## config.mk

```make
export PLATFORM = sky130hd
export DESIGN_NAME = tile_draw_arbiter
export DESIGN_NICKNAME = d
export VERILOG_FILES = /design/src/rtl/tile_draw_arbiter.sv
export SDC_FILE = /design/constraint.sdc
export NUM_CORES = 1
export LEC_CHECK = 0
export ABC_AREA = 1
export BUFFER_PORTS_ARGS = -buffer_cell sky130_fd_sc_hd__buf_2
export CORE_MARGIN = 4
export CORE_UTILIZATION = 56
export DETAILED_ROUTE_END_ITERATION = 6
export GPL_ROUTABILITY_DRIVEN = 0
export PLACE_DENSITY = 0.95
export SYNTH_ARGS = -nofsm -noshare
export SYNTH_HDL_FRONTEND = slang
export SYNTH_SLANG_ARGS = --single-unit
```

## constraint.sdc

```tcl
create_clock -name clock -period 7.2 [get_ports clock]
set_input_delay 0.36 -clock clock [delete_from_list [all_inputs] [get_ports clock]]
set_output_delay 0.36 -clock clock [all_outputs]
set_load 0.02 [all_outputs]
```

## src/rtl/tile_draw_arbiter.sv

```systemverilog
// -----------------------------------------------------------------------------
// tile_draw_arbiter
//
// Shares the single vga_adapter pixel-write port between N_REQ sprite
// requesters (Pac-Man, ghosts, pellet/score updaters). Each requester asks
// for one 5x5 tile to be drawn or erased at a grid coordinate. The arbiter
// picks a winner round-robin, latches its request and then writes the 25
// pixels in row-major order, one per clock.
//
// Ports
//   clock       : system clock (CLOCK_50 domain)
//   reset_n     : asynchronous active-low reset
//   req         : level request per requester, held until its grant is seen
//   req_gx      : packed 5-bit grid column per requester (slice i = [5i+4:5i])
//   req_gy      : packed 5-bit grid row per requester
//   req_shape   : packed 25-bit bitmap per requester, bit 24 = top-left pixel
//   req_colour  : packed 3-bit colour per requester
//   req_erase   : 1 = write black to all 25 pixels
//   grant       : one-hot 1-cycle pulse in the first cycle of a tile
//   done        : one-hot 1-cycle pulse after the last pixel of a tile
//   busy        : high whenever the arbiter is not idle
//   plot_en     : pixel write strobe to vga_adapter
//   x_out/y_out : pixel coordinate
//   colour_out  : pixel colour
// -----------------------------------------------------------------------------
module tile_draw_arbiter #(
    parameter int N_REQ  = 4,
    parameter int GRID_H = 24
) (
    input  logic                 clock,
    input  logic                 reset_n,
    input  logic [N_REQ-1:0]     req,
    input  logic [5*N_REQ-1:0]   req_gx,
    input  logic [5*N_REQ-1:0]   req_gy,
    input  logic [25*N_REQ-1:0]  req_shape,
    input  logic [3*N_REQ-1:0]   req_colour,
    input  logic [N_REQ-1:0]     req_erase,
    output logic [N_REQ-1:0]     grant,
    output logic [N_REQ-1:0]     done,
    output logic                 busy,
    output logic                 plot_en,
    output logic [7:0]           x_out,
    output logic [6:0]           y_out,
    output logic [2:0]           colour_out
);

    localparam int IDX_W = (N_REQ > 1) ? $clog2(N_REQ) : 1;

    typedef enum logic [1:0] {
        S_IDLE = 2'd0,
        S_DRAW = 2'd1,
        S_DONE = 2'd2
    } state_t;

    // Colour of one pixel: erase forces black, a clear bitmap bit also writes
    // black (tiles are opaque, never transparent).
    function automatic logic [2:0] pix_colour(
        input logic [24:0] shape,
        input logic [2:0]  colour,
        input logic        erase,
        input logic [4:0]  idx
    );
        logic [4:0] bit_idx;
        logic [2:0] result;
        bit_idx = 5'd24 - idx;
        if (erase) begin
            result = 3'd0;
        end else if (shape[bit_idx]) begin
            result = colour;
        end else begin
            result = 3'd0;
        end
        return result;
    endfunction

    // Requester index visited k steps after 'last', wrapping at N_REQ.
    function automatic logic [IDX_W-1:0] rr_idx(
        input logic [IDX_W-1:0] last,
        input int               k
    );
        int s;
        s = int'(last) + k;
        if (s >= N_REQ) begin
            s = s - N_REQ;
        end else begin
            s = s;
        end
        return IDX_W'(s);
    endfunction

    state_t             state_q;
    logic [IDX_W-1:0]   last_q;
    logic [7:0]         bx_q;
    logic [6:0]         by_q;
    logic [24:0]        shape_q;
    logic [2:0]         colour_q;
    logic               erase_q;
    logic               offscreen_q;
    logic [2:0]         col_q;
    logic [2:0]         row_q;
    logic [N_REQ-1:0]   grant_q;
    logic [N_REQ-1:0]   done_q;
    logic               busy_q;
    logic               plot_en_q;
    logic [7:0]         x_q;
    logic [6:0]         y_q;
    logic [2:0]         colour_out_q;

    logic               found_d;
    logic [IDX_W-1:0]   win_d;
    logic [4:0]         sel_gx_d;
    logic [4:0]         sel_gy_d;
    logic [24:0]        sel_shape_d;
    logic [2:0]         sel_colour_d;
    logic               sel_erase_d;
    logic [7:0]         sel_bx_d;
    logic [6:0]         sel_by_d;
    logic               sel_off_d;
    logic [2:0]         col_d;
    logic [2:0]         row_d;
    logic [4:0]         pix_idx_d;

    // Round-robin winner search starting just after the last served requester.
    always_comb begin
        found_d = 1'b0;
        win_d   = '0;
        for (int k = 1; k <= N_REQ; k++) begin
            if (!found_d && req[rr_idx(last_q, k)]) begin
                found_d = 1'b1;
                win_d   = rr_idx(last_q, k);
            end else begin
                found_d = found_d;
            end
        end
    end

    // Select the winner's request fields and precompute its tile origin.
    always_comb begin
        sel_gx_d     = 5'd0;
        sel_gy_d     = 5'd0;
        sel_shape_d  = 25'd0;
        sel_colour_d = 3'd0;
        sel_erase_d  = 1'b0;
        for (int i = 0; i < N_REQ; i++) begin
            if (win_d == IDX_W'(i)) begin
                sel_gx_d     = req_gx[5*i +: 5];
                sel_gy_d     = req_gy[5*i +: 5];
                sel_shape_d  = req_shape[25*i +: 25];
                sel_colour_d = req_colour[3*i +: 3];
                sel_erase_d  = req_erase[i];
            end else begin
                sel_erase_d  = sel_erase_d;
            end
        end
        // 31*5 = 155 fits in 8 bits; y wraps modulo 128 only for offscreen rows.
        sel_bx_d  = {3'b000, sel_gx_d} * 8'd5;
        sel_by_d  = {2'b00, sel_gy_d} * 7'd5;
        sel_off_d = (int'({27'd0, sel_gy_d}) >= GRID_H);
    end

    // Next pixel position inside the tile (row-major walk).
    always_comb begin
        if (col_q == 3'd4) begin
            col_d = 3'd0;
            row_d = row_q + 3'd1;
        end else begin
            col_d = col_q + 3'd1;
            row_d = row_q;
        end
        pix_idx_d = ({2'b00, row_d} * 5'd5) + {2'b00, col_d};
    end

    // Main FSM: accept in IDLE, stream 25 pixels in DRAW, pulse done in DONE.
    always_ff @(posedge clock or negedge reset_n) begin
        if (!reset_n) begin
            state_q      <= S_IDLE;
            last_q       <= IDX_W'(N_REQ - 1);
            bx_q         <= 8'd0;
            by_q         <= 7'd0;
            shape_q      <= 25'd0;
            colour_q     <= 3'd0;
            erase_q      <= 1'b0;
            offscreen_q  <= 1'b0;
            col_q        <= 3'd0;
            row_q        <= 3'd0;
            grant_q      <= '0;
            done_q       <= '0;
            busy_q       <= 1'b0;
            plot_en_q    <= 1'b0;
            x_q          <= 8'd0;
            y_q          <= 7'd0;
            colour_out_q <= 3'd0;
        end else begin
            case (state_q)
                S_IDLE: begin
                    done_q <= '0;
                    if (found_d) begin
                        // Pixel 0 is presented in the same cycle as grant.
                        state_q      <= S_DRAW;
                        last_q       <= win_d;
                        bx_q         <= sel_bx_d;
                        by_q         <= sel_by_d;
                        shape_q      <= sel_shape_d;
                        colour_q     <= sel_colour_d;
                        erase_q      <= sel_erase_d;
                        offscreen_q  <= sel_off_d;
                        col_q        <= 3'd0;
                        row_q        <= 3'd0;
                        grant_q      <= N_REQ'(1) << win_d;
                        busy_q       <= 1'b1;
                        plot_en_q    <= !sel_off_d;
                        x_q          <= sel_bx_d;
                        y_q          <= sel_by_d;
                        colour_out_q <= pix_colour(sel_shape_d, sel_colour_d,
                                                   sel_erase_d, 5'd0);
                    end else begin
                        state_q      <= S_IDLE;
                        grant_q      <= '0;
                        busy_q       <= 1'b0;
                        plot_en_q    <= 1'b0;
                    end
                end
                S_DRAW: begin
                    grant_q <= '0;
                    if ((row_q == 3'd4) && (col_q == 3'd4)) begin
                        state_q      <= S_DONE;
                        done_q       <= N_REQ'(1) << last_q;
                        plot_en_q    <= 1'b0;
                        x_q          <= 8'd0;
                        y_q          <= 7'd0;
                        colour_out_q <= 3'd0;
                    end else begin
                        state_q      <= S_DRAW;
                        col_q        <= col_d;
                        row_q        <= row_d;
                        plot_en_q    <= !offscreen_q;
                        x_q          <= bx_q + {5'd0, col_d};
                        y_q          <= by_q + {4'd0, row_d};
                        colour_out_q <= pix_colour(shape_q, colour_q, erase_q,
                                                   pix_idx_d);
                    end
                end
                S_DONE: begin
                    state_q   <= S_IDLE;
                    done_q    <= '0;
                    grant_q   <= '0;
                    busy_q    <= 1'b0;
                    plot_en_q <= 1'b0;
                end
                default: begin
                    state_q      <= S_IDLE;
                    grant_q      <= '0;
                    done_q       <= '0;
                    busy_q       <= 1'b0;
                    plot_en_q    <= 1'b0;
                    x_q          <= 8'd0;
                    y_q          <= 7'd0;
                    colour_out_q <= 3'd0;
                end
            endcase
        end
    end

    assign grant      = grant_q;
    assign done       = done_q;
    assign busy       = busy_q;
    assign plot_en    = plot_en_q;
    assign x_out      = x_q;
    assign y_out      = y_q;
    assign colour_out = colour_out_q;

endmodule

```

==> results of run 1 <==
layout by cell type (no fill, tap or decap), types with 8 or more instances in the layout:
cell,synthesis,routed
a21oi_1,16,16
a221oi_1,10,10
buf_2,8,188
clkbuf_8,0,10
dfrtp_1,81,81
ha_1,30,30
inv_1,76,76
nand2_1,232,232
nand2_2,11,11
nand3_1,38,38
nand3_2,8,8
nor2_1,38,38
o211ai_1,46,46
o21ai_0,59,59
o22ai_1,9,9
flip-flops by register name (all words and copies together) (netlist names), 4 cells and up:
name,flops
bx_q,8
x_out,8
by_q,7
done,4
y_out,7
grant,4
shape_q,25
final cells by class:
class                   count  area (um2)  area share
flip-flops and latches     83        2079      0.2916
diodes                      1       2.502   0.0003509
repair buffers            193       978.4      0.1372
inverters                  82       307.8     0.04317
clock buffers              10       137.6     0.01930
multi-input cells         579        3390      0.4753
well taps                 136       170.2     0.02386
clock inverters             6       65.06    0.009124
layer usage:
layer,part of all wire,vias up,GRT usage
met5,0.00065,-,0
met4,0.054,2,0.1549
met3,0.083,78,0.05895
met2,0.49,382,0.5109
met1,0.37,2912,0.3626
li1,-,2944,-
stage by stage:
stage,setup WS [ns],hold slack [ns],std cells,utilization,instance area [um2]
floorplan,3.483,0.06441,774,-,5956
global placement,2.983,0.4589,1073,0.6708,6925
detailed placement,2.723,0.4597,1073,0.6708,6925
CTS,2.634,0.2202,1089,0.6905,7128
global route,2.296,0.2309,1090,0.6907,7131
finish,2.582,0.1447,1090,0.6907,7131
cell families (layout without fill, tap and decap cells):
logic type,after synthesis,after routing
and+or+nand+nor,364,364
AOI/OAI and AO/OA,170,170
buffers and inverters,112,291
DFF,83,83
adders and majority gates,36,36
xor gates and xnor gates,9,9
other,0,1
final timing paths:
path                                             from                endpoint  slack [ns]  cells past startpoint
worst max-delay path            last_q[0]$_DFFE_PN1P_    x_out[5]$_DFFE_PN0P_        2.58                     22
worst min register to register   y_out[0]$_DFFE_PN0P_    y_out[0]$_DFFE_PN0P_        0.47                      1
max in group asynchronous                     reset_n        busy$_DFFE_PN0N_        6.34                      1
worst max register to register  last_q[0]$_DFFE_PN1P_    x_out[5]$_DFFE_PN0P_        2.58                     22
min in group clock                      req_shape[83]  shape_q[8]$_DFFE_PN0P_        0.22                      3
worst min-delay path                          reset_n  shape_q[1]$_DFFE_PN0P_        0.14                      1
==> flow_summary.toml, run 1 <==
[floorplanning]
die_h_um = 111.1
die_x_um = 111.1
io_pins = 190
initial_core_util = 0.5769
die_area_um2 = 12350
core_area_um2 = 10320
rows = 37

[worst_setup_path]
cp_top_family = "simple AND/OR/NAND/NOR gates"
critPathMaxStageDelay_ns = 0.70
startpoint_type = "register"
path_buf_inv = 6
cp_max_fo = 35
crit_path_top_delay_cell = "dfstp_2"
cp.required_ns = 7.50
crit_path_end_kind = "register"
worstPathArrival_ns = 4.92
crit_type = "reg -> reg"
path_cells = "inv_2 -> ha_1 -> inv_1 -> nand3_2 -> nand2_4 -> inv_1 -> o211ai_1 -> nand2_4 -> nand2_4 -> inv_2 -> a221oi_1 -> nand2_1 -> o21ai_0 -> inv_1 -> ha_1 -> inv_1 -> fa_1 -> xnor2_1 -> nand2_1 -> o21ai_0 -> nand2_1 -> nand2_1"

[synthesis]
synth-main-ff-cell = "dfrtp_1"
synth_top_cell_area_share = 0.3403
ys_top_cells_by_area = "dfrtp_1 34%, nand2_1 15%, ha_1 6.3%, o211ai_1 5.8%, o21ai_0 5.0%"
synth_seq_area_share = 0.3492
synth_top_family_by_area = "simple AND/OR/NAND/NOR gates"
synth_compound_area_frac = 0.1866
synth_fa_ha_area_frac = 0.08319
post-synth-top-count-cell = "nand2_1"
syn_inst = 774
synth-edff-count = 0
synth_fp_nets = 972
syn_area_um2 = 5956
yosysWarnings = 0
synth-xor-area-share = 0.01324
synthDistinctLibCells = 50
synth_common_cells = "232 x nand2_1, 81 x dfrtp_1, 76 x inv_1"
synth.avg_cell_area_um2 = 7.695
synthMuxAreaShare = 0
yosys.area_share.simple = 0.2861
synth_top_area_cell = "dfrtp_1"
async_reset_ff_frac = 1.000
synth.ff_latch_count = 83

[place]
hpwlAfterDp_um = 14090
portBuffers = 189

[timing]
rsz0062_at_grt = "no"
tns_ns = 0
worst_pin_slew_ns = 1.057
drv_slew = 0
final.min_clock_period_ns = 4.618
finalSetupViolCount = 0
hold_viol = 0
slew_headroom = 0.2952
skew_ns = 0.01024
fmaxAchievable_mhz = 216.6
fin_crit_sh = 0.6413

[clocking]
cts_sinks = 83
cts_setup_buffers = 0
numCtsBuffers = 9
path_clk_slew_ns = 0.09
clockBufferDepth = 2
cts-root-buf = "clkbuf_8"
cts_max_level = 3
worst_skew_pair.late_latency_ns = 0.36
cts_resized = 0
ctsHoldBuffers = 0
tritoncts = "built"

[detailed_routing]
wl_per_cell_um = 17.03
remaining_drc_errors = 1
via_per_inst = 5.796
dr.pass1.iters = 7
wirelength_um = 18560
drtIter0Drc = 521
vias = 6318
postRouteAntennaNets = 0

[global_route]
antenna_found_initial = 2
track_usage = 0.3009
grt_max_degree = 84
grt_pass1_wl_um = 30440
grt_pass1_vias = 6279
grt-ovfl-total = 0

[run]
drv_cap = 0

[outcome]
violations = "design-rule violations"
status = "finished, violations left"

[finish]
fillers = 794
syn_to_final_growth_pct = 19.73
layout.nets = 1146
final_layout_size_suffix_gt1_frac = 0.2791

[hold_path]
hold_class = "in -> async"
Power of run 1 is not shown: default switching activity piles up to over one toggle a cycle in this logic, so the estimate is an artifact.
==> inputs of run 2 (changes only) <==
--- a/config.mk
+++ b/config.mk
@@ -8,10 +8,10 @@
 export ABC_AREA = 1
 export BUFFER_PORTS_ARGS = -buffer_cell sky130_fd_sc_hd__buf_2
 export CORE_MARGIN = 4
-export CORE_UTILIZATION = 56
+export CORE_UTILIZATION = 52
 export DETAILED_ROUTE_END_ITERATION = 6
 export GPL_ROUTABILITY_DRIVEN = 0
-export PLACE_DENSITY = 0.95
+export PLACE_DENSITY = 0.89
 export SYNTH_ARGS = -nofsm -noshare
 export SYNTH_HDL_FRONTEND = slang
 export SYNTH_SLANG_ARGS = --single-unit
==> constraint.sdc (replaced) <==
create_clock -name clock -period 4.65 [get_ports clock]
set_input_delay 0.2325 -clock clock [delete_from_list [all_inputs] [get_ports clock]]
set_output_delay 0.2325 -clock clock [all_outputs]
set_load 0.02 [all_outputs]
==> flow_summary.toml, run 2 (same netlist as run 1, synthesis figures left out) <==
[clocking]
cts-root-buf = "clkbuf_16"
cts_max_level = 3
path_clk_slew_ns = 0.07
clockBufferDepth = 2
tritoncts = "built"
worst_skew_pair.late_latency_ns = 0.34
cts_sinks = 83
numCtsBuffers = 9

[place]
portBuffers = 189
hpwlAfterDp_um = 14170
dp_cells = 1080
placed_area_um2 = 6953
post-place-ws_ns = 0.3479

[worst_setup_path]
worstReg2RegEnd = "y_out[5]$_DFFE_PN0P_"
worstPathArrival_ns = 4.61
critPathMaxStageDelay_ns = 0.71
crit_path_end_kind = "register"
startpoint_type = "register"
reg2reg_slack_ns = 0.27
cp_max_fo = 20
r2r_cells = 20
crit_path_top_delay_cell = "dfstp_4"
r2r-start = "last_q[0]$_DFFE_PN1P_"
cp.required_ns = 4.89
crit_type = "reg -> reg"
path_cells = "inv_2 -> ha_1 -> inv_1 -> nand3_2 -> nand2_4 -> nor2_1 -> nor2_1 -> nand2_2 -> nand2_4 -> buf_4 -> a21oi_1 -> o21ai_1 -> ha_1 -> ha_1 -> fa_1 -> xor2_1 -> nand2_1 -> o21ai_0 -> nand2_1 -> nand2_1"

[detailed_routing]
vias = 6194
drtIter0Drc = 507
dr.pass1.iters = 5
postRouteAntennaNets = 0
wl_per_cell_um = 16.88
wirelength_um = 18600
via_per_inst = 5.621
remaining_drc_errors = 0

[finish]
syn_to_final_growth_pct = 22.14
multiInputGateArea_um2 = 3390
largest_register = "shape_q"
final_cell_mix = "232 x nand2_1, 188 x buf_2, 81 x dfrtp_1, 76 x inv_1, 59 x o21ai_0"
final_common_cell = "nand2_1"
fillers = 954
final_layout_size_suffix_gt1_frac = 0.2841
ff_latch_area_um2 = 2083
layout.nets = 1154
fin_area_um2 = 7274
final_cells = 1102
largest_reg_flops = 25

[timing]
worst_pin_slew_ns = 1.302
setup_slack_ns = 0.2737
holdWs_ns = 0.05229
finalSetupViolCount = 0
final.min_clock_period_ns = 4.376
drv_slew = 0
fmaxAchievable_mhz = 228.5
hold_viol = 0
skew_ns = 0.01259
fin_crit_sh = 0.9411
slew_headroom = 0.1285

[floorplanning]
io_pins = 190
die_area_um2 = 13230
core_area_um2 = 11030
die_h_um = 115.0
rows = 38
initial_core_util = 0.5399
die_x_um = 115.0

[global_route]
grt_pass1_vias = 6076
grt_max_degree = 84
antenna_found_initial = 1
grt-ovfl-total = 0
track_usage = 0.2866
grt_pass1_wl_um = 29790

[run]
drv_cap = 0

[outcome]
status = "completed"

[hold_path]
hold_class = "in -> async"
[run 2: cell count changes in the layout (fill, tap and decap cells not counted), moves of 2 or more]
cell,before,now
clkinvlp_4,1,3
clkbuf_8,10,0
buf_4,5,13
clkinv_2,2,0
inv_6,0,2
clkbuf_16,0,9
[run 2: critical path: cells and delay by family (launching register included)]
| kind | cells | cell delay [ns] |
|---|---|---|
| adders and majority gates | 4 | 1.31 |
| and+or+nand+nor | 9 | 1.00 |
| AOI/OAI and AO/OA | 3 | 0.47 |
| buffers and inverters | 3 | 0.57 |
| DFF | 1 | 0.71 |
| xor gates and xnor gates | 1 | 0.18 |
[run 2: per-layer routing]
layer | part of all wire | vias up | track usage | wire (um)
met2 | 0.48 | 308 | 0.4672 | 8866
met5 | 0 | - | 0 | 0
met4 | 0.041 | 0 | 0.1166 | 763
met3 | 0.083 | 60 | 0.04947 | 1544
li1 | - | 2957 | - | -
met1 | 0.40 | 2869 | 0.3794 | 7428
[run 2: metrics by stage]
stage	util	setup TNS, ns
after floorplan	-	0
after global placement	0.6303	0
after detailed placement	0.6303	0
after CTS	0.6555	0
after global routing	0.6595	-0.001342
final	0.6595	0
[run 2: final cells by class]
| cell class | count | area share |
|---|---|---|
| Antenna cell | 1 | 0.0003440 |
| Clock buffer | 10 | 0.03148 |
| Clock inverter | 6 | 0.006708 |
| Inverter | 82 | 0.04231 |
| Multi-Input combinational cell | 579 | 0.4659 |
| Sequential cell | 83 | 0.2864 |
| Tap cell | 140 | 0.02408 |
| Timing Repair Buffer | 201 | 0.1428 |
[run 2: worst max-delay path by stage]
stage,slack [ns],start,cells past startpoint,end
6_report,0.27,last_q[0]$_DFFE_PN1P_,20,y_out[5]$_DFFE_PN0P_
5_1_grt,-0.001,last_q[0]$_DFFE_PN1P_,24,x_out[5]$_DFFE_PN0P_
4_1_cts,0.27,last_q[0]$_DFFE_PN1P_,20,y_out[5]$_DFFE_PN0P_
3_5_place_dp,0.35,last_q[0]$_DFFE_PN1P_,17,x_out[4]$_DFFE_PN0P_
3_3_place_gp,0.52,last_q[0]$_DFFE_PN1P_,17,x_out[4]$_DFFE_PN0P_
2_1_floorplan,0.93,last_q[1]$_DFFE_PN1P_,20,x_out[4]$_DFFE_PN0P_
[run 2: repair_timing]
action	in CTS	in global routing
setup buffers	0	5
resized for setup	0	1
hold buffers	0	0
endpoints found under the setup margin	0	4
Power of run 2 is left out for the same reason.
==> inputs of run 3 (changes only) <==
--- a/config.mk
+++ b/config.mk
@@ -11,7 +11,9 @@
 export CORE_UTILIZATION = 52
 export DETAILED_ROUTE_END_ITERATION = 6
 export GPL_ROUTABILITY_DRIVEN = 0
-export PLACE_DENSITY = 0.89
+export MAX_ROUTING_LAYER = met4
+export PLACE_DENSITY = 0.81
+export RECOVER_POWER = 25
 export SYNTH_ARGS = -nofsm -noshare
 export SYNTH_HDL_FRONTEND = slang
 export SYNTH_SLANG_ARGS = --single-unit
==> flow_summary.toml, run 3 (same netlist as run 1, synthesis figures left out) <==
[outcome]
violations = "max-capacitance violations, max-slew violations"
status = "finished, violations left"

[floorplanning]
rows = 38
io_pins = 190
die_x_um = 115.0
die_h_um = 115.0
initial_core_util = 0.5399
core_area_um2 = 11030
die_area_um2 = 13230

[clocking]
cts_sinks = 83
cts-root-buf = "clkbuf_16"
cts_max_level = 3
clockBufferDepth = 2
worst_skew_pair.late_latency_ns = 0.34
path_clk_slew_ns = 0.06
numCtsBuffers = 9
tritoncts = "built"

[global_route]
grt_max_degree = 44
grt-ovfl-total = 0
track_usage = 0.2811
antenna_found_initial = 0
grt_pass1_wl_um = 28510
grt_pass1_vias = 5830

[timing]
skew_ns = 0.009067
final.min_clock_period_ns = 4.359
fmaxAchievable_mhz = 229.4
worst_pin_slew_ns = 2.189
fin_crit_sh = 0.9374
hold_viol = 0
drv_slew = 42
rsz0062_at_grt = "no"
tns_ns = 0
slew_headroom = -0.4593
finalSetupViolCount = 0

[hold_path]
hold_class = "in -> reg"
hold_end = "shape_q[0]$_DFFE_PN0P_"
hold_start = "req_shape[75]"
hold_depth = 3

[run]
drv_cap = 1

[worst_setup_path]
path_common_cell = "nand2_1"
worstPathArrival_ns = 4.59
r2r-start = "last_q[0]$_DFFE_PN1P_"
crit_cells = 22
worstReg2RegEnd = "x_out[5]$_DFFE_PN0P_"
crit_path_end_kind = "register"
cp_top_family = "simple AND/OR/NAND/NOR gates"
reg2reg_slack_ns = 0.29
cp_max_fo = 15
startpoint_type = "register"
crit_type = "reg -> reg"
crit_path_top_delay_cell = "dfstp_2"
path_cells = "inv_2 -> ha_1 -> inv_1 -> nand3_2 -> nand2_4 -> nor2_1 -> a21oi_1 -> nand3_2 -> nor2_4 -> nand2_1 -> nand2_1 -> nor2_2 -> a21oi_4 -> inv_2 -> ha_1 -> inv_1 -> fa_1 -> xnor2_1 -> nand2_1 -> o21ai_0 -> nand2_1 -> nand2_1"
r2r_cells = 22
path_buf_inv = 4
cp.required_ns = 4.88
critPathMaxStageDelay_ns = 0.70

[finish]
multiInputGateArea_um2 = 3396
final_layout_size_suffix_gt1_frac = 0.2786
ff_latch_area_um2 = 2079
final_cell_mix = "232 x nand2_1, 180 x buf_2, 81 x dfrtp_1, 76 x inv_1, 59 x o21ai_0"
largest_register = "shape_q"
largest_reg_flops = 25
syn_to_final_growth_pct = 23.19
diodes = 0
layout.nets = 1164
fillers = 959
final_common_cell = "nand2_1"

[detailed_routing]
dr.pass1.iters = 6
vias = 6119
remaining_drc_errors = 0
wl_per_cell_um = 16.34
postRouteAntennaNets = 0
via_per_inst = 5.518
wirelength_um = 18120
drtIter0Drc = 439

[place]
hpwlAfterDp_um = 14110
portBuffers = 189
[run 3: changes by cell type in the layout (fill, tap and decap cells not counted)]
cell / change
bufinv_16: +1
clkbuf_1: +10
dfstp_4: -1
clkinv_4: -1
nand2_2: +1
clkinvlp_4: -2
buf_2: -8
inv_6: -2
dfstp_2: +1
dlygate4sd3_1: +1
buf_4: +7
diode_2: -1
clkbuf_8: +1
[run 3: per-stage QoR]
stage / instances / worst slack [ns] / util / hold WS [ns] / area [um2]
2_1_floorplan: 774 / 0.9326 / - / -0.06309 / 5956
5_1_grt: 1109 / 0.003031 / 0.6652 / 0.1192 / 7337
3_3_place_gp: 1086 / 0.4689 / 0.6344 / 0.2368 / 6998
4_1_cts: 1101 / 0.2764 / 0.6611 / 0.1112 / 7292
3_5_place_dp: 1086 / 0.3371 / 0.6344 / 0.2432 / 6998
6_report: 1109 / 0.2910 / 0.6652 / 0.1113 / 7337
[run 3: cell type report]
type | instances | share of cell area
clock inverters | 2 | 0.005116
flip-flops and latches | 83 | 0.2834
inverters | 82 | 0.04195
repair buffers | 210 | 0.1492
well taps | 140 | 0.02387
multi-input cells | 580 | 0.4628
clock buffers | 12 | 0.03359
[run 3: worst min-delay path: cells and delay by family]
family,cells,cell delay (ns)
AO/OA/AOI/OAI,1,0.06
buffers and inverters,1,0.08
AND/OR/NAND/NOR,1,0.04
[run 3: routing by layer]
metal | vias to the layer above | wire length, um | global-route usage
met2 | 296 | 8749 | 0.4587
met1 | 2810 | 7505 | 0.3558
li1 | 2977 | - | -
met5 | - | 0 | -
met4 | 0 | 411 | 0.09468
met3 | 36 | 1455 | 0.04684
[run 3: timing repair]
action,in CTS,in global routing
gates resized for setup,0,0
endpoints found under the hold margin,38,0
hold buffers,1,0
setup buffers,0,7
setup endpoints to repair,0,5
[run 3: worst max path at each step]
stage / startpoint / to / slack [ns]
after global placement: last_q[0]$_DFFE_PN1P_ / x_out[5]$_DFFE_PN0P_ / 0.47
after CTS: last_q[0]$_DFFE_PN1P_ / x_out[5]$_DFFE_PN0P_ / 0.28
final: last_q[0]$_DFFE_PN1P_ / x_out[5]$_DFFE_PN0P_ / 0.29
after global routing: last_q[0]$_DFFE_PN1P_ / x_out[5]$_DFFE_PN0P_ / 0.003
after floorplan: last_q[1]$_DFFE_PN1P_ / x_out[4]$_DFFE_PN0P_ / 0.93
after detailed placement: last_q[0]$_DFFE_PN1P_ / x_out[5]$_DFFE_PN0P_ / 0.34
Power of run 3 is left out for the same reason.
